--- config.mk ---
export PLATFORM = sky130hd
export DESIGN_NAME = signed_calc_core
export DESIGN_NICKNAME = d
export VERILOG_FILES = /design/src/rtl/signed_calc_core.sv
export SDC_FILE = /design/constraint.sdc
export NUM_CORES = 1
export LEC_CHECK = 0
export ABC_CLOCK_PERIOD_IN_PS = 5400
export BUFFER_PORTS_ARGS = -buffer_cell sky130_fd_sc_hd__buf_2
export CORE_AREA = 2 2 146 77
export CTS_CLUSTER_DIAMETER = 200
export CTS_CLUSTER_SIZE = 10
export DETAILED_ROUTE_END_ITERATION = 8
export DIE_AREA = 0 0 148 79
export PLACE_DENSITY_LB_ADDON = 0.3
export SLEW_MARGIN = 10
export SYNTH_ARGS = -nofsm -noshare
export SYNTH_HDL_FRONTEND = slang
export SYNTH_SLANG_ARGS = --single-unit
export TNS_END_PERCENT = 50
--- constraint.sdc ---
create_clock -name clk -period 5.4 [get_ports clk]
set_clock_uncertainty 0.1 [all_clocks]
set_input_delay 0.27 -clock clk [delete_from_list [all_inputs] [get_ports clk]]
set_output_delay 0.27 -clock clk [all_outputs]
set_load 0.02 [all_outputs]
--- src/rtl/signed_calc_core.sv ---
// signed_calc_core
//   Signed add/subtract calculator driving a multiplexed decimal 7-segment
//   display. Operands are loaded from the switches by button events; the
//   selected value is converted to BCD with a sequential double-dabble and
//   shown with leading-zero blanking and a minus sign in the top digit.
//
// Ports
//   clk   in   system clock, rising edge
//   rst   in   asynchronous reset, active low
//   btn   in   debounced buttons: [0] load A, [1] load B, [2] A+B, [3] A-B
//   sw    in   operand value, two's complement, W bits
//   sel   out  digit enables, active-low one-hot, bit 0 = rightmost digit
//   seg   out  segments, active low, seg[6]=a ... seg[0]=g
//   sign  out  displayed value is negative
//   busy  out  decimal conversion in progress
module signed_calc_core #(
   parameter int W        = 8,
   parameter int DIGITS   = 4,
   parameter int SCAN_DIV = 50000
) (
   input  logic              clk,
   input  logic              rst,
   input  logic [3:0]        btn,
   input  logic [W-1:0]      sw,
   output logic [DIGITS-1:0] sel,
   output logic [6:0]        seg,
   output logic              sign,
   output logic              busy
);

   localparam int BCDW = 4 * (DIGITS - 1);
   localparam int CW   = (SCAN_DIV > 1) ? $clog2(SCAN_DIV) : 1;
   localparam int IW   = (DIGITS > 1) ? $clog2(DIGITS) : 1;
   localparam int NW   = $clog2(W + 2);

   localparam logic [NW-1:0]     SHIFT_LAST = NW'(W + 1);
   localparam logic [CW-1:0]     SCAN_LAST  = CW'(SCAN_DIV - 1);
   localparam logic [IW-1:0]     IDX_LAST   = IW'(DIGITS - 1);
   localparam logic [DIGITS-1:0] SEL_RST    = ~(DIGITS'(1));
   localparam logic [6:0]        SEG_BLANK  = 7'b1111111;
   localparam logic [6:0]        SEG_MINUS  = 7'b1111110;

   // Add 3 to every BCD nibble that is 5 or more (double-dabble correction).
   function automatic logic [BCDW-1:0] dd_adjust(input logic [BCDW-1:0] b);
      logic [BCDW-1:0] r;
      r = b;
      for (int k = 0; k < DIGITS - 1; k++) begin
         if (r[4*k +: 4] >= 4'd5) begin
            r[4*k +: 4] = r[4*k +: 4] + 4'd3;
         end
      end
      return r;
   endfunction

   // BCD digit to active-low segment pattern.
   function automatic logic [6:0] seg7(input logic [3:0] d);
      logic [6:0] s;
      case (d)
         4'd0:    s = 7'b0000001;
         4'd1:    s = 7'b1001111;
         4'd2:    s = 7'b0010010;
         4'd3:    s = 7'b0000110;
         4'd4:    s = 7'b1001100;
         4'd5:    s = 7'b0100100;
         4'd6:    s = 7'b0100000;
         4'd7:    s = 7'b0001111;
         4'd8:    s = 7'b0000000;
         4'd9:    s = 7'b0000100;
         default: s = SEG_BLANK;
      endcase
      return s;
   endfunction

   // Pattern for one digit position. A digit is a leading zero (blanked)
   // when it and every more significant BCD nibble are zero; digit 0 always
   // shows. The top position carries only the sign.
   function automatic logic [6:0] render(input logic [IW-1:0]   idx,
                                         input logic [BCDW-1:0] bcd,
                                         input logic            neg);
      logic [BCDW-1:0] upper;
      logic [6:0]      s;
      upper = bcd >> {idx, 2'b00};
      if (idx == IDX_LAST) begin
         s = neg ? SEG_MINUS : SEG_BLANK;
      end else if ((idx != IW'(0)) && (upper == '0)) begin
         s = SEG_BLANK;
      end else begin
         s = seg7(upper[3:0]);
      end
      return s;
   endfunction

   logic [3:0]        r_btn;
   logic [W-1:0]      r_a;
   logic [W-1:0]      r_b;
   logic              r_busy;
   logic [NW-1:0]     r_cnt;
   logic [W:0]        r_bin;
   logic [BCDW-1:0]   r_bcd;
   logic              r_psign;
   logic [BCDW-1:0]   r_disp_bcd;
   logic              r_disp_sign;
   logic [CW-1:0]     r_scan_cnt;
   logic [IW-1:0]     r_idx;
   logic [DIGITS-1:0] r_sel;
   logic [6:0]        r_seg;

   logic [3:0]        w_evt;
   logic              w_fire;
   logic              w_load_a;
   logic              w_load_b;
   logic [W:0]        w_v;
   logic [W:0]        w_mag;
   logic [W:0]        w_sa;
   logic [W:0]        w_sb;
   logic [W:0]        w_ssw;
   logic              w_done;
   logic [BCDW+W:0]   w_shift;
   logic [BCDW-1:0]   w_disp_bcd_nxt;
   logic              w_disp_sign_nxt;
   logic              w_scan_wrap;
   logic [IW-1:0]     w_idx_nxt;

   assign w_evt  = btn & ~r_btn;
   assign w_sa   = {r_a[W-1], r_a};
   assign w_sb   = {r_b[W-1], r_b};
   assign w_ssw  = {sw[W-1], sw};
   // |V| fits W+1 bits unsigned, including |-2^W| = 2^W.
   assign w_mag  = w_v[W] ? (~w_v + {{W{1'b0}}, 1'b1}) : w_v;
   assign w_done = r_busy && (r_cnt == SHIFT_LAST);
   assign w_shift = {dd_adjust(r_bcd), r_bin} << 1;

   // Event arbitration: highest-priority new press wins, nothing while busy.
   always_comb begin
      w_fire   = 1'b0;
      w_load_a = 1'b0;
      w_load_b = 1'b0;
      w_v      = '0;
      if (r_busy) begin
         w_fire = 1'b0;
      end else if (w_evt[0]) begin
         w_fire   = 1'b1;
         w_load_a = 1'b1;
         w_v      = w_ssw;
      end else if (w_evt[1]) begin
         w_fire   = 1'b1;
         w_load_b = 1'b1;
         w_v      = w_ssw;
      end else if (w_evt[2]) begin
         w_fire = 1'b1;
         w_v    = w_sa + w_sb;
      end else if (w_evt[3]) begin
         w_fire = 1'b1;
         w_v    = w_sa - w_sb;
      end else begin
         w_fire = 1'b0;
      end
   end

   // Display contents switch to the converted value only on completion.
   always_comb begin
      w_disp_bcd_nxt  = r_disp_bcd;
      w_disp_sign_nxt = r_disp_sign;
      if (w_done) begin
         w_disp_bcd_nxt  = r_bcd;
         w_disp_sign_nxt = r_psign;
      end else begin
         w_disp_bcd_nxt  = r_disp_bcd;
         w_disp_sign_nxt = r_disp_sign;
      end
   end

   // Scan position for the next cycle.
   always_comb begin
      w_scan_wrap = (r_scan_cnt == SCAN_LAST);
      w_idx_nxt   = r_idx;
      if (w_scan_wrap) begin
         w_idx_nxt = (r_idx == IDX_LAST) ? IW'(0) : (r_idx + IW'(1));
      end else begin
         w_idx_nxt = r_idx;
      end
   end

   // Button edge register and operand registers.
   always_ff @(posedge clk or negedge rst) begin
      if (!rst) begin
         r_btn <= 4'b0000;
         r_a   <= '0;
         r_b   <= '0;
      end else begin
         r_btn <= btn;
         if (w_load_a) begin
            r_a <= sw;
         end
         if (w_load_b) begin
            r_b <= sw;
         end
      end
   end

   // Double-dabble converter: load, W+1 shifts, then one completion cycle.
   always_ff @(posedge clk or negedge rst) begin
      if (!rst) begin
         r_busy  <= 1'b0;
         r_cnt   <= '0;
         r_bin   <= '0;
         r_bcd   <= '0;
         r_psign <= 1'b0;
      end else if (w_fire) begin
         r_busy  <= 1'b1;
         r_cnt   <= '0;
         r_bin   <= w_mag;
         r_bcd   <= '0;
         r_psign <= w_v[W];
      end else if (r_busy) begin
         if (r_cnt != SHIFT_LAST) begin
            r_bcd <= w_shift[BCDW+W:W+1];
            r_bin <= w_shift[W:0];
            r_cnt <= r_cnt + NW'(1);
         end else begin
            r_busy <= 1'b0;
         end
      end
   end

   // Display registers.
   always_ff @(posedge clk or negedge rst) begin
      if (!rst) begin
         r_disp_bcd  <= '0;
         r_disp_sign <= 1'b0;
      end else begin
         r_disp_bcd  <= w_disp_bcd_nxt;
         r_disp_sign <= w_disp_sign_nxt;
      end
   end

   // Digit scan; sel and seg are both registered from the next index so
   // they change on the same edge.
   always_ff @(posedge clk or negedge rst) begin
      if (!rst) begin
         r_scan_cnt <= '0;
         r_idx      <= '0;
         r_sel      <= SEL_RST;
         r_seg      <= 7'b0000001;
      end else begin
         r_scan_cnt <= w_scan_wrap ? CW'(0) : (r_scan_cnt + CW'(1));
         r_idx      <= w_idx_nxt;
         r_sel      <= ~(DIGITS'(1) << w_idx_nxt);
         r_seg      <= render(w_idx_nxt, w_disp_bcd_nxt, w_disp_sign_nxt);
      end
   end

   assign sel  = r_sel;
   assign seg  = r_seg;
   assign sign = r_disp_sign;
   assign busy = r_busy;

endmodule

# After elaboration in Yosys (flattened, before gate mapping)
# Memory sizes are Yosys's and may differ from the RTL's.
# Index checks and enable logic that the tools add are counted.
totals:
  elab_cells: 84
  romBits: 112
  n_memories: 1
  output_inout_bits: 13
  reg_bits: 89
  input_bits: 14
memory_table:
  columns: ["name", "depth", "word_bits", "rd", "rd_clocked_by_memory_dff", "write_ports", "line_no", "source"]
  rows:
  - ["(no name shown)", 16, 7, 1, 0, 0, "58", "case (d)"]
op_classes:
  muxes: 39
  n_shift: 2
  n_reduce_logical: 7
  order_cmp: 3
  bitwise: 4
  n_addsub: 9
  eq_ne: 5
ops:
  columns: ["op", "count"]
  rows:
  - ["$mux W9", 9]
  - ["$mux W12", 4]
  - ["$mux W4", 5]
  - ["$add A16 B1 Y16 const B", 1]
  - ["$eq A16 B16 Y1 const B", 1]
  - ["$mux W16", 1]
  - ["$mux W1", 15]
  - ["$mux W7", 2]
  - ["$ge A4 B3 Y1 const B", 3]
  - ["$logic_not A12 Y1", 1]
  - ["$shr A12 B4 Y12", 1]
  - ["$add A8 B8 Y9", 1]
  - ["$add A9 B1 Y9 const B", 1]
  - ["$not A9 Y9", 1]
  - ["$sub A8 B8 Y9", 1]
  - ["$add A4 B2 Y4 const B", 2]
  - ["$not A4 Y4", 2]
  - ["$reduce_bool A2 Y1", 3]
  - ["$add A4 B1 Y4 const B", 1]
  - ["$and A4 B4 Y4", 1]
  - ["$eq A2 B2 Y1 const B", 2]
  - ["$eq A4 B4 Y1 const B", 1]
  - ["$mux W2", 2]
  - ["$ne A4 B4 Y1 const B", 1]
  - ["other kinds (6)", 7]

# Longest topological paths before layout
# Gate-level depths: netlist of the first run.
logic_depth:
  ltp_word: 11
  depth_mapped: 13
  ltp_nobuf: 13

# Worst setup path before layout of the first run
# OpenSTA, ideal clock, no wires.
synth_timing:
  kind: "reg2reg"
  start: "register r_scan_cnt[0]"
  end: "register r_seg[4], in the netlist seg[4]"
  n_path_buf: 1
  arrival_ns: 2.673
  stages_incl_launch_ff: 13
  setup_slack_ns: 2.488
  period_less_slack_ns: 2.912
  setup_ns: 0.139
  required_time_ns: 5.161
  path_cell_list: "dfrtp_1 > ha_1 > and3_1 > and4_4 > buf_6 > mux2i_2 > inv_2 > o32ai_2 > inv_1 > ha_1 > o21ai_0 > o211a_1 > o31ai_1"
synth_via:
  elab_chain_cells: 7
  elab_cells_between_ends: 10
  classes_between: "eq/ne: 2; shift: 1; mux: 3; reduce/logical: 3; memory: 1"
synth_lines:
  columns: ["item", "line_no", "source"]
  rows:
  - ["start, declared", "103", "logic [CW-1:0] r_scan_cnt;"]
  - ["start signal, assigned", "246", "r_scan_cnt <= w_scan_wrap ? CW'(0) : (r_scan_cnt + CW'(1));"]
  - ["$eq A16 B16 Y1 (*)", "175", "w_scan_wrap = (r_scan_cnt == SCAN_LAST);"]
  - ["$mux W2 (*)", "177", "if (w_scan_wrap) begin"]
  - ["named net w_idx_nxt[0]", "122", "logic [IW-1:0] w_idx_nxt;"]
  - ["parallel branches: the longest is 4 deep, another holds $mem_v2 Z16 W7", null, null]
  - ["$mux W7 (*)", "83", "if (idx == IDX_LAST) begin"]
  - ["end signal, assigned", "249", "r_seg <= render(w_idx_nxt, w_disp_bcd_nxt, w_disp_sign_nxt);"]
  - ["end, declared", "106", "logic [6:0] r_seg;"]
# Mark *: on every way through the listed nets, which the timed path passes.
# A chain may end at the register's enable or synchronous reset.

# Worst setup path after layout of the first run
layout_timing:
  start: "register r_scan_cnt[4]"
  end: "register r_seg[1], in the netlist seg[1]"
layout_via:
  elab_chain_cells: 7
  elab_cells_between_ends: 10
  classes_between: "eq/ne: 2; shift: 1; mux: 3; reduce/logical: 3; memory: 1"
layout_lines:
  columns: ["item", "line_no"]
  rows:
  - ["$eq A16 B16 Y1 (*)", "175"]
  - ["$mux W2 (*)", "177"]
  - ["parallel branches: the longest is 4 deep, another holds $mem_v2 Z16 W7", null]
  - ["$mux W7 (*)", "83"]
# Every way passes the cells marked *.

==> results of run 1 <==
## registers in the layout (all words and copies together), names as in the netlist, 7 cells and up
register	flops
r_b	8
r_bin	9
r_disp_bcd	12
seg	7
r_scan_cnt	16
r_bcd	12
r_a	8
## cells by family (layout without fill, tap and decap cells)
group / Yosys count / in the layout / synth area share, %
compound gates: 128 / 128 / 17.8
mux: 21 / 21 / 4.53
xor+xnor: 27 / 27 / 4.63
buf+inv: 58 / 92 / 4.63
simple gates: 164 / 164 / 16.3
fa+ha+maj: 33 / 33 / 8.38
flops: 89 / 89 / 43.7
## report_power, final
part / switching (µW) / internal, µW
Sequential: 168 / 891
Clock: 255 / 336
Combinational: 935 / 643
Total: 1360 / 1870
## worst reg2reg max path, cell delays in order (launching register included)
cell,delay [ns]
dfrtp_1,0.42
nor4bb_1,0.36
and4_4,0.39
mux2i_2,0.46
nand2b_1,0.31
o32ai_2,0.33
inv_1,0.12
ha_1,0.25
o21ai_0,0.16
o211a_1,0.26
o21ai_1,0.11
## per-stage QoR
step	setup WS [ns]	power, µW	cell area [µm²]
6_report	1.99	3230	5710
4_1_cts	2.00	3210	5710
3_5_place_dp	2.01	2600	5370
3_3_place_gp	2.22	2530	5370
5_1_grt	1.70	3480	5710
2_1_floorplan	2.49	2210	5110
## final cells by class
class | count | area share, %
Multi-Input combinational cell | 373 | 46.2
Timing Repair Buffer | 36 | 3.86
Clock buffer | 12 | 4.50
Sequential cell | 89 | 39.1
Clock inverter | 4 | 0.482
Inverter | 40 | 2.63
Tap cell | 145 | 3.18
## cells in the mapped netlist, drive strengths merged, types with 3 or more instances
cell type / count
a21oi: 28
a221o: 4
a22oi: 3
a32o: 3
and2: 5
and3: 7
buf: 6
clkbuf: 12
dfrtp: 85
dfstp: 4
ha: 31
inv: 40
mux2: 11
mux2i: 10
nand2: 40
nand2b: 10
nand3: 10
nand3b: 7
nand4: 3
nor2: 46
nor2b: 11
nor3: 8
nor3b: 3
o21ai: 42
o22ai: 5
o31ai: 6
o32ai: 5
or4: 3
xnor2: 11
xor2: 16
## repair_timing
item | CTS | global route
endpoints found under the setup margin | 0 | 0
setup buffers | 0 | 0
hold endpoints to repair | 24 | 0
hold buffers | 5 | 0
## worst max-delay path by stage
stage | from | to | slack [ns]
finish | r_scan_cnt[4]$_DFF_PN0_ | seg[1]$_DFF_PN0_ | 1.99
global route | r_scan_cnt[0]$_DFF_PN0_ | seg[1]$_DFF_PN0_ | 1.70
CTS | r_scan_cnt[4]$_DFF_PN0_ | seg[1]$_DFF_PN0_ | 2.00
detailed placement | r_scan_cnt[4]$_DFF_PN0_ | seg[1]$_DFF_PN0_ | 2.01
global placement | r_scan_cnt[11]$_DFF_PN0_ | seg[4]$_DFF_PN0_ | 2.22
floorplan | r_scan_cnt[0]$_DFF_PN0_ | seg[4]$_DFF_PN0_ | 2.49
## routing by layer
metal  vias to the layer above  GRT usage [%]
met5                         -              0
met4                         0           5.14
met3                        12           5.80
met2                       116           28.4
met1                      1917           33.8
li1                       1893              -
==> run metrics, run 1 <==
run status=completed; cell family with most CP delay=simple AND/OR/NAND/NOR gates; CP max stage delay=0.45 ns; Fin Hold WS=0.0742 ns; critical path class=flop to flop; Avg WL per Cell=16.7 µm; CP arrival=3.51 ns; Mapped Cells=520; Pleak=0.00262 µW; die extent in x=148 µm; Rel. slew slack=33.2%; Reg2Reg Setup Slack=1.99 ns; largest cells by area after synthesis=dfrtp_1 (42%), ha_1 (7.6%), o21ai_0 (3.6%); area leader, netlist=dfrtp_1; CP cell instances=nor4bb_1 > and4_4 > mux2i_2 > nand2b_1 > o32ai_2 > inv_1 > ha_1 > o21ai_0 > o211a_1 > o21ai_1; fin crit share=63.1%; FP Rows=27; initial antenna violation count=0; most frequent cells in the layout=dfrtp_1 (85), nor2_1 (46), nand2_1 (40); synthesis-stage register bit count=89; share of post-route cells with drive strength above 1=13.7%; hold depth=3; Ports=27; DR DRC count=0; crit path launch type=flop; Slew @ Worst Pin=0.999 ns; Fmax=293 MHz; fillers=954; hold path endpoint=r_a[0]$_DFFE_PN0P_; Total Routing Usage GR=21.4%; register area=2230 µm²; largest net degree at the start of global routing=70; crit path buf inv count=1; routability cong.=0.878; Die Ht=79 µm; Post-layout nets=596; First DRT Iteration DRCs=400; vias after detailed routing=3938; Post-synth EDFFs=0; Critical R2R Launch=r_scan_cnt[4]$_DFF_PN0_; HPWL after detailed placement=8630 µm; Worst setup EP type=flop; DR pass1 iterations=5; most common cell after layout, fill and taps aside=dfrtp_1; setup tns final=0 ns; hold crit path type=input pin to flop; post-synthesis cell type count=74; detailed-route wire length=11700 µm; Final Hold Fails=0; worst-path maximum fanout=11; die area=11700 µm²; Multi-input gate area=2640 µm²; Post-synth ARST share=100%; CP Depth=10; RSZ-0062 raised after global routing=false; vias in the first global route=3792; CTS sink count=89; final setup vio count=0; CTS clk-pin slew, worst paths=0.06 ns; Slew Limit Fails=0; ANT nets after route=0; Area growth syn-to-layout=11.7%; Met1 Wirelength=6400 µm; Final Util=54.1%; VDD IR max=224 µV; DR top layer=met4; CTS buffer count=9; synth warn=0; Syn Nets=567; Syn Area/Cell=9.82 µm²; post-CTS sizing=0; CTS max path bufs=2; CTS tree=done; Post-Layout Cell Count=699; Final Critical Period=3.41 ns; clock insertion delay at the later pin of the skew report=0.34 ns; met3 wire length=742 µm; Synth top area share=41.7%; ANT cells=0; grt total ovfl=0; pwr/cell area=566 nW/µm²; first-pass GRT wire length=19600 µm; H-tree depth=3; Slowest-stage cell, CP=mux2i_2; Mapped Area=5110 µm²; Root Buffer=clkbuf_16; Initial Util=48.4%; ys flop type=dfrtp_1; r2r endpoint=seg[1]$_DFF_PN0_; IO buf count=26; Core ar.=10500 µm²; max cap viols=0; DR vias/cell=5.63; hold_sp=sw[0]; Seq/Total Area, Yosys=43.7%; met2 wire len=4470 µm; dpl cells=678; CP Data Required Time=5.50 ns; reg2reg path depth=10
(Power assumes the default switching activity.)
==> run 2, diff against run 1 <==
--- a/config.mk
+++ b/config.mk
@@ -5,13 +5,14 @@
 export SDC_FILE = /design/constraint.sdc
 export NUM_CORES = 1
 export LEC_CHECK = 0
-export ABC_CLOCK_PERIOD_IN_PS = 5400
+export ABC_AREA = 1
+export ABC_CLOCK_PERIOD_IN_PS = 3300
 export BUFFER_PORTS_ARGS = -buffer_cell sky130_fd_sc_hd__buf_2
-export CORE_AREA = 2 2 146 77
+export CORE_AREA = 2 2 151 79
 export CTS_CLUSTER_DIAMETER = 200
 export CTS_CLUSTER_SIZE = 10
 export DETAILED_ROUTE_END_ITERATION = 8
-export DIE_AREA = 0 0 148 79
+export DIE_AREA = 0 0 153 81
 export PLACE_DENSITY_LB_ADDON = 0.3
 export SLEW_MARGIN = 10
 export SYNTH_ARGS = -nofsm -noshare
==> constraint.sdc (replaced) <==
create_clock -name clk -period 3.3 [get_ports clk]
set_clock_uncertainty 0.1 [all_clocks]
set_input_delay 0.165 -clock clk [delete_from_list [all_inputs] [get_ports clk]]
set_output_delay 0.165 -clock clk [all_outputs]
set_load 0.02 [all_outputs]
==> run 2 against run 1 <==
  * Critical path depth up 9
  * First-iteration DRC count up 31%
  * Worst setup slack worse by 1.5 ns
  * Register-to-register slack worse by 1.5 ns
  * Hold slack worse by 0.047 ns
  * Critical path type unchanged
==> run metrics, run 2 <==
pwr/cell area=933 nW/µm² (+65%); cell with the most instances after synthesis=nand2_1; crit path buf inv count=3 (+2); ANT nets after route=0 (unchanged); Fmax=353 MHz (+20%); fin crit share=85.8% (+23 points); Post-Layout Cell Count=921 (+32%); first-pass GRT wire length=21500 µm (+10%); DR vias/cell=5.23 (-7.1%); Post-layout nets=813 (+36%); Pleak=0.00331 µW (+26%); largest net degree at the start of global routing=40 (-43%); CTS sink count=89 (unchanged); ANT cells=0 (unchanged); run status=completed; VDD IR max=445 µV (+99%); Final Critical Period=2.83 ns (-0.579 ns); FP Rows=28 (+3.7%); synth warn=0 (unchanged); Slew @ Worst Pin=0.725 ns (-0.274 ns); crit path launch type=flop; CP Data Required Time=3.40 ns (-2.10 ns); Rel. slew slack=51.5% (+18 points); max cap viols=0 (unchanged); CTS clk-pin slew, worst paths=0.07 ns (about the same); CTS buffer count=9 (unchanged); vias in the first global route=4312 (+14%); cell family with most CP delay=simple AND/OR/NAND/NOR gates; Seq/Total Area, Yosys=41.1% (-2.6 points); Final Hold Fails=0 (unchanged); setup tns final=0 ns (unchanged); Initial Util=48.0% (-0.45 points); RSZ-0062 raised after global routing=false; Slew Limit Fails=0 (unchanged); Total Routing Usage GR=22.0% (+0.66 points); Die Ht=81 µm (+2.5%); DR DRC count=0 (unchanged); die area=12400 µm² (+6.0%); Ports=27 (unchanged); die extent in x=153 µm (+3.4%); ys flop type=dfrtp_1; synthesis-stage register bit count=89 (unchanged); Avg WL per Cell=14.1 µm (-16%); vias after detailed routing=4820 (+22%); First DRT Iteration DRCs=524 (+31%); IO buf count=26 (unchanged); Post-synth ARST share=100% (unchanged); most frequent CP cell=nand2_1; CP arrival=2.93 ns (-0.58 ns); Root Buffer=clkbuf_16; share of post-route cells with drive strength above 1=11.2% (-2.6 points); top flop regs=r_scan_cnt x16, r_bcd x12, r_disp_bcd x12; synth cell count leaders=nand2_1 (193), inv_1 (115), dfrtp_1 (85), nand3_1 (62), o21ai_0 (60); worst-path maximum fanout=8 (-3); Mapped Area=5430 µm² (+6.4%); H-tree depth=3 (unchanged); CP max stage delay=0.41 ns (-0.04 ns); Slowest-stage cell, CP=fa_1; CTS tree=done; CTS max path bufs=2 (unchanged); Core ar.=11300 µm² (+7.4%); Worst setup EP type=flop; critical path class=flop to flop; Post-synth EDFFs=0 (unchanged); Synth top area share=39.2% (-2.5 points); dpl cells=900 (+33%); most common cell after layout, fill and taps aside=nand2_1; clock insertion delay at the later pin of the skew report=0.34 ns (about the same); HPWL after detailed placement=9820 µm (+14%); largest cells by area after synthesis=dfrtp_1 (39%), nand2_1 (13%), inv_1 (7.9%); routability cong.=0.903 (+2.8%); most frequent cells in the layout=nand2_1 (193), inv_1 (115), dfrtp_1 (85); DR pass1 iterations=5 (unchanged); final setup vio count=0 (unchanged); Mapped Cells=732 (+41%); largest register by flop count=r_scan_cnt; Area growth syn-to-layout=12.7%; CP cell instances=inv_1 > ha_1 > fa_1 > inv_1 > nand2_1 > nand2_1 > nand3_1 > nand2_1 > nand2_1 > nand2_1 > nand2_1 > nand3_1 > nand2_1 > nand2_1 > inv_1 > nand2_1 > nand2_1 > o21ai_1 > o21ai_0; area leader, netlist=dfrtp_1; Syn Nets=779 (+37%); grt total ovfl=0 (unchanged); hold crit path type=input pin to flop; post-synthesis cell type count=43 (-42%); max FFs per register=16 (unchanged); initial antenna violation count=0 (unchanged); detailed-route wire length=13000 µm (+11%); Syn Area/Cell=7.42 µm² (-24%)
==> run 2: changes by cell type in the layout (fill, tap and decap cells not counted), moves of 9 or more <==
cell      change
nand3_1      +52
nor2b_1      -11
inv_1        +77
xnor2_1      -10
nand2b_1     -10
mux2_2       -11
xor2_1       -12
nand4_1       +9
o21ai_0      +23
nand2_1     +153
==> run 2: cell type report <==
cell class,instances,area (µm²)
tap,150,188
clock inverter,5,104
multi-input combinational,507,2660
timing repair buffer,37,228
sequential,89,2230
inverter,122,462
clock buffer,11,243
fill,1050,5200
==> run 2: power by group <==
part	switching, µW	internal (µW)	leakage (µW)	total [µW]
combinational	1850	965	0.00203	2810
sequential	244	1470	0.00111	1710
clock	425	761	0.000170	1190
==> run 2: per-stage QoR <==
stage                     hold WS (ns)  setup WS (ns)  area, µm²  util [%]  total power (µW)
after detailed placement        0.0733          0.490       5720      50.6              4450
after floorplan                 -0.231          0.807       5430         -              3750
after global routing            0.0216          0.158       6120      54.1              6210
final                           0.0269          0.469       6120      54.1              5710
after global placement          0.0658          0.608       5720      50.6              4410
after CTS                       0.0138          0.479       6120      54.1              5680
==> run 2: cell families after synthesis <==
group	share of synthesized area, %
adder cells (fa/ha/maj)	7.88
flip-flops	41.1
buffers and inverters	9.86
AND/OR/NAND/NOR	28.4
XOR/XNOR	0.806
AO/OA/AOI/OAI	12.0
==> run 2: final timing paths <==
path,cells past startpoint,from,endpoint,slack (ns)
max,19,r_a[0]$_DFFE_PN0P_,r_bin[1]$_DFFE_PN0P_,0.47
min,3,sw[0],r_a[0]$_DFFE_PN0P_,0.03
max reg2reg,19,r_a[0]$_DFFE_PN0P_,r_bin[1]$_DFFE_PN0P_,0.47
min reg2reg,1,r_scan_cnt[0]$_DFF_PN0_,r_scan_cnt[0]$_DFF_PN0_,0.37
max in group asynchronous,3,rst,r_bcd[5]$_DFFE_PN0P_,2.11
min in group asynchronous,2,rst,r_scan_cnt[11]$_DFF_PN0_,0.23
==> run 2: layer usage <==
metal	GRT usage [%]	routed length, µm	share of wire [%]
met1	35.9	7090	55
met2	28.5	4760	37
met3	5.66	1060	8.1
met4	4.44	77	0.59
met5	0	0	0
==> run 2: tightest hold or removal path: stages <==
cell	delay [ns]
buf_2	0.13
inv_1	0.06
o21ai_0	0.07
==> run 2: what timing repair did <==
item,4_1_cts,5_1_grt
endpoints found under the setup margin,0,0
hold buffers,5,0
setup buffers,0,0
resized for setup,0,0
hold endpoints to repair,37,0
==> run 3, diff against run 2 <==
--- a/config.mk
+++ b/config.mk
@@ -8,11 +8,11 @@
 export ABC_AREA = 1
 export ABC_CLOCK_PERIOD_IN_PS = 3300
 export BUFFER_PORTS_ARGS = -buffer_cell sky130_fd_sc_hd__buf_2
-export CORE_AREA = 2 2 151 79
+export CORE_AREA = 8 8 95 139
 export CTS_CLUSTER_DIAMETER = 200
 export CTS_CLUSTER_SIZE = 10
 export DETAILED_ROUTE_END_ITERATION = 8
-export DIE_AREA = 0 0 153 81
+export DIE_AREA = 0 0 103 147
 export PLACE_DENSITY_LB_ADDON = 0.3
 export SLEW_MARGIN = 10
 export SYNTH_ARGS = -nofsm -noshare
==> run 3 against run 2 <==
  * Sequential power about the same
  * Global-route usage down 4.3 points
  * Critical path type unchanged
  * Register-to-register slack better by 0.06 ns
  * Clock-buffer cell count unchanged
  * Largest cell class unchanged
  * Largest power group unchanged
  * Sequential share of layout area up 0.41 points
  * First-iteration DRC count down 41%
  * Die area up 22%
  * Via count down 1.1%
  * Non-clock buffer count down 3
  * Combinational power down 2%
  * Wire length down 4.2%
==> run metrics, run 3 (same netlist as run 2, synthesis figures left out) <==
Final Critical Period=2.77 ns (-0.0581 ns); Sw Ratio=45.4% (+1.3 points); fin crit share=84.0% (-1.8 points); Worst setup EP type=flop; Rel. slew slack=59.0% (+7.4 points); pwr/cell area=897 nW/µm² (-3.8%); first-pass GRT wire length=21600 µm (+0.32%); Seq pwr share=31.5% (+1.5 points); max FFs per register=16 (unchanged); CP arrival=2.90 ns (-0.03 ns); most frequent cells in the layout=nand2_1 (193), inv_1 (115), dfrtp_1 (85); Critical R2R Launch=r_cnt[1]$_DFFE_PN0P_; grt total ovfl=0 (unchanged); share of post-route cells with drive strength above 1=10.8% (-0.35 points); HPWL after detailed placement=9320 µm (-5.1%); final setup vio count=0 (unchanged); CTS clk-pin slew, worst paths=0.07 ns (about the same); largest register by flop count=r_scan_cnt; Final Hold Fails=0 (unchanged); hold depth=3 (unchanged); reg2reg path depth=15 (-4); ANT cells=0 (unchanged); CTS buffer count=9 (unchanged); critical path class=flop to flop; Final Cell Area=6050 µm² (-1.1%); routability cong.=0.950 (+5.2%); initial antenna violation count=0 (unchanged); largest net degree at the start of global routing=90 (+130%); FP Rows=48 (+71%); CP Data Required Time=3.42 ns (+0.02 ns); H-tree depth=3 (unchanged); Logic pwr share=50.8% (+1.5 points); vias after detailed routing=4769 (-1.1%); First DRT Iteration DRCs=307 (-41%); hold crit path type=input pin to flop; Avg WL per Cell=13.6 µm (-3.9%); IO buf count=26 (unchanged); max cap viols=0 (unchanged); Core ar.=11300 µm² (-0.22%); CTS max path bufs=2 (unchanged); die extent in x=103 µm (-33%); top flop regs=r_scan_cnt x16, r_bcd x12, r_disp_bcd x12; DR pass1 iterations=5 (unchanged); Total Routing Usage GR=17.7% (-4.3 points); vias in the first global route=4831 (+12%); detailed-route wire length=12400 µm (-4.2%); crit path launch type=flop; DR DRC count=0 (unchanged); hold path endpoint=r_a[0]$_DFFE_PN0P_; CTS sink count=89 (unchanged); VDD IR max=444 µV (-0.24%); Area growth syn-to-layout=11.4%; clock insertion delay at the later pin of the skew report=0.34 ns (about the same); Pleak=0.00327 µW (-1.2%); Fmax=361 MHz (+2.1%); Reg2Reg Setup Slack=0.53 ns (+0.06 ns); Psw=2460 µW (-2.0%); DR vias/cell=5.19 (-0.73%); Slew @ Worst Pin=0.614 ns (-0.111 ns); r2r endpoint=seg[6]$_DFF_PN0_; CTS tree=done; Pint=2970 µW (-7.2%); Post-layout nets=810 (-0.37%); worst setup margin=0.527 ns (+0.0581 ns); dpl ws=0.517 ns (+0.0276 ns); setup tns final=0 ns (unchanged); Initial Util=48.1% (+0.11 points); RSZ-0062 raised after global routing=false; hold_sp=sw[0]; ANT nets after route=0 (unchanged); run status=completed; Root Buffer=clkbuf_16; Die Ht=147 µm (+81%); Clk pwr share=17.7% (-3.1 points); Slew Limit Fails=0 (unchanged); post-route total power=5430 µW (-4.9%); Post-DP Area=5690 µm² (-0.52%); worst-path maximum fanout=26 (+18); die area=15100 µm² (+22%); Ports=27 (unchanged); setup bufs post-CTS=0 (unchanged); most common cell after layout, fill and taps aside=nand2_1
[run 3: changes by cell type in the layout (fill, tap and decap cells not counted), sizes merged]
cell | previous run | this run
clkinvlp | 0 | 1
buf | 32 | 29
inv | 120 | 122
bufinv | 3 | 0
[run 3: metal layers]
metal,vias to the layer above,GRT usage [%],share of wire [%]
met5,-,0,0
met4,0,7.93,2.6
met3,29,3.08,3.8
met2,116,32.1,53
met1,2232,19.1,41
li1,2392,-,-
[run 3: power groups by stage]
stage,sequential [µW],clock (µW),combinational [µW]
floorplan,1720,0,2040
global placement,1710,0,2630
detailed placement,1720,0,2710
CTS,1710,982,2730
global route,1750,1030,3160
finish,1710,963,2760
[run 3: repair_timing]
| item | in CTS | in global routing |
|---|---|---|
| hold buffers | 5 | 0 |
| resized for setup | 0 | 0 |
| hold endpoints to repair | 68 | 0 |
[run 3: worst max-delay path by stage]
stage	from	to	slack, ns
4_1_cts	r_cnt[1]$_DFFE_PN0P_	seg[6]$_DFF_PN0_	0.51
2_1_floorplan	r_scan_cnt[0]$_DFF_PN0_	seg[6]$_DFF_PN0_	0.81
5_1_grt	btn[2]	r_bin[8]$_DFFE_PN0P_	0.21
6_report	r_cnt[1]$_DFFE_PN0P_	seg[6]$_DFF_PN0_	0.53
3_3_place_gp	r_cnt[1]$_DFFE_PN0P_	seg[6]$_DFF_PN0_	0.61
3_5_place_dp	r_cnt[1]$_DFFE_PN0P_	seg[6]$_DFF_PN0_	0.52
[run 3: worst max-delay path, stage by stage, from the launching register on]
cell and delay (ns):
dfrtp_1 0.40, inv_1 0.08, ha_1 0.14, nand2_1 0.06
nor2_2 0.13, nand2_2 0.25, nand2_1 0.12, o21ai_0 0.14
nand2_1 0.10, nor2_1 0.05, nor3_2 0.29, inv_1 0.14
ha_1 0.21, or2_2 0.30, o211ai_1 0.08, nand2_1 0.07
[run 3: area by class of cell]
| type | instances | area [µm²] |
|---|---|---|
| Tap cell | 150 | 188 |
| Fill cell | 1083 | 5240 |
| Clock buffer | 11 | 243 |
| Timing Repair Buffer | 34 | 225 |
| Inverter | 122 | 462 |
| Multi-Input combinational cell | 507 | 2660 |
| Clock inverter | 5 | 38.8 |
| Sequential cell | 89 | 2230 |
[run 3: metrics by stage]
stage / hold WS, ns / instances / util (%)
2_1_floorplan: -0.231 / 732 / -
3_3_place_gp: 0.187 / 896 / 50.4
3_5_place_dp: 0.191 / 896 / 50.4
4_1_cts: 0.00731 / 917 / 53.4
5_1_grt: 0.0236 / 918 / 53.6
6_report: 0.0102 / 918 / 53.6
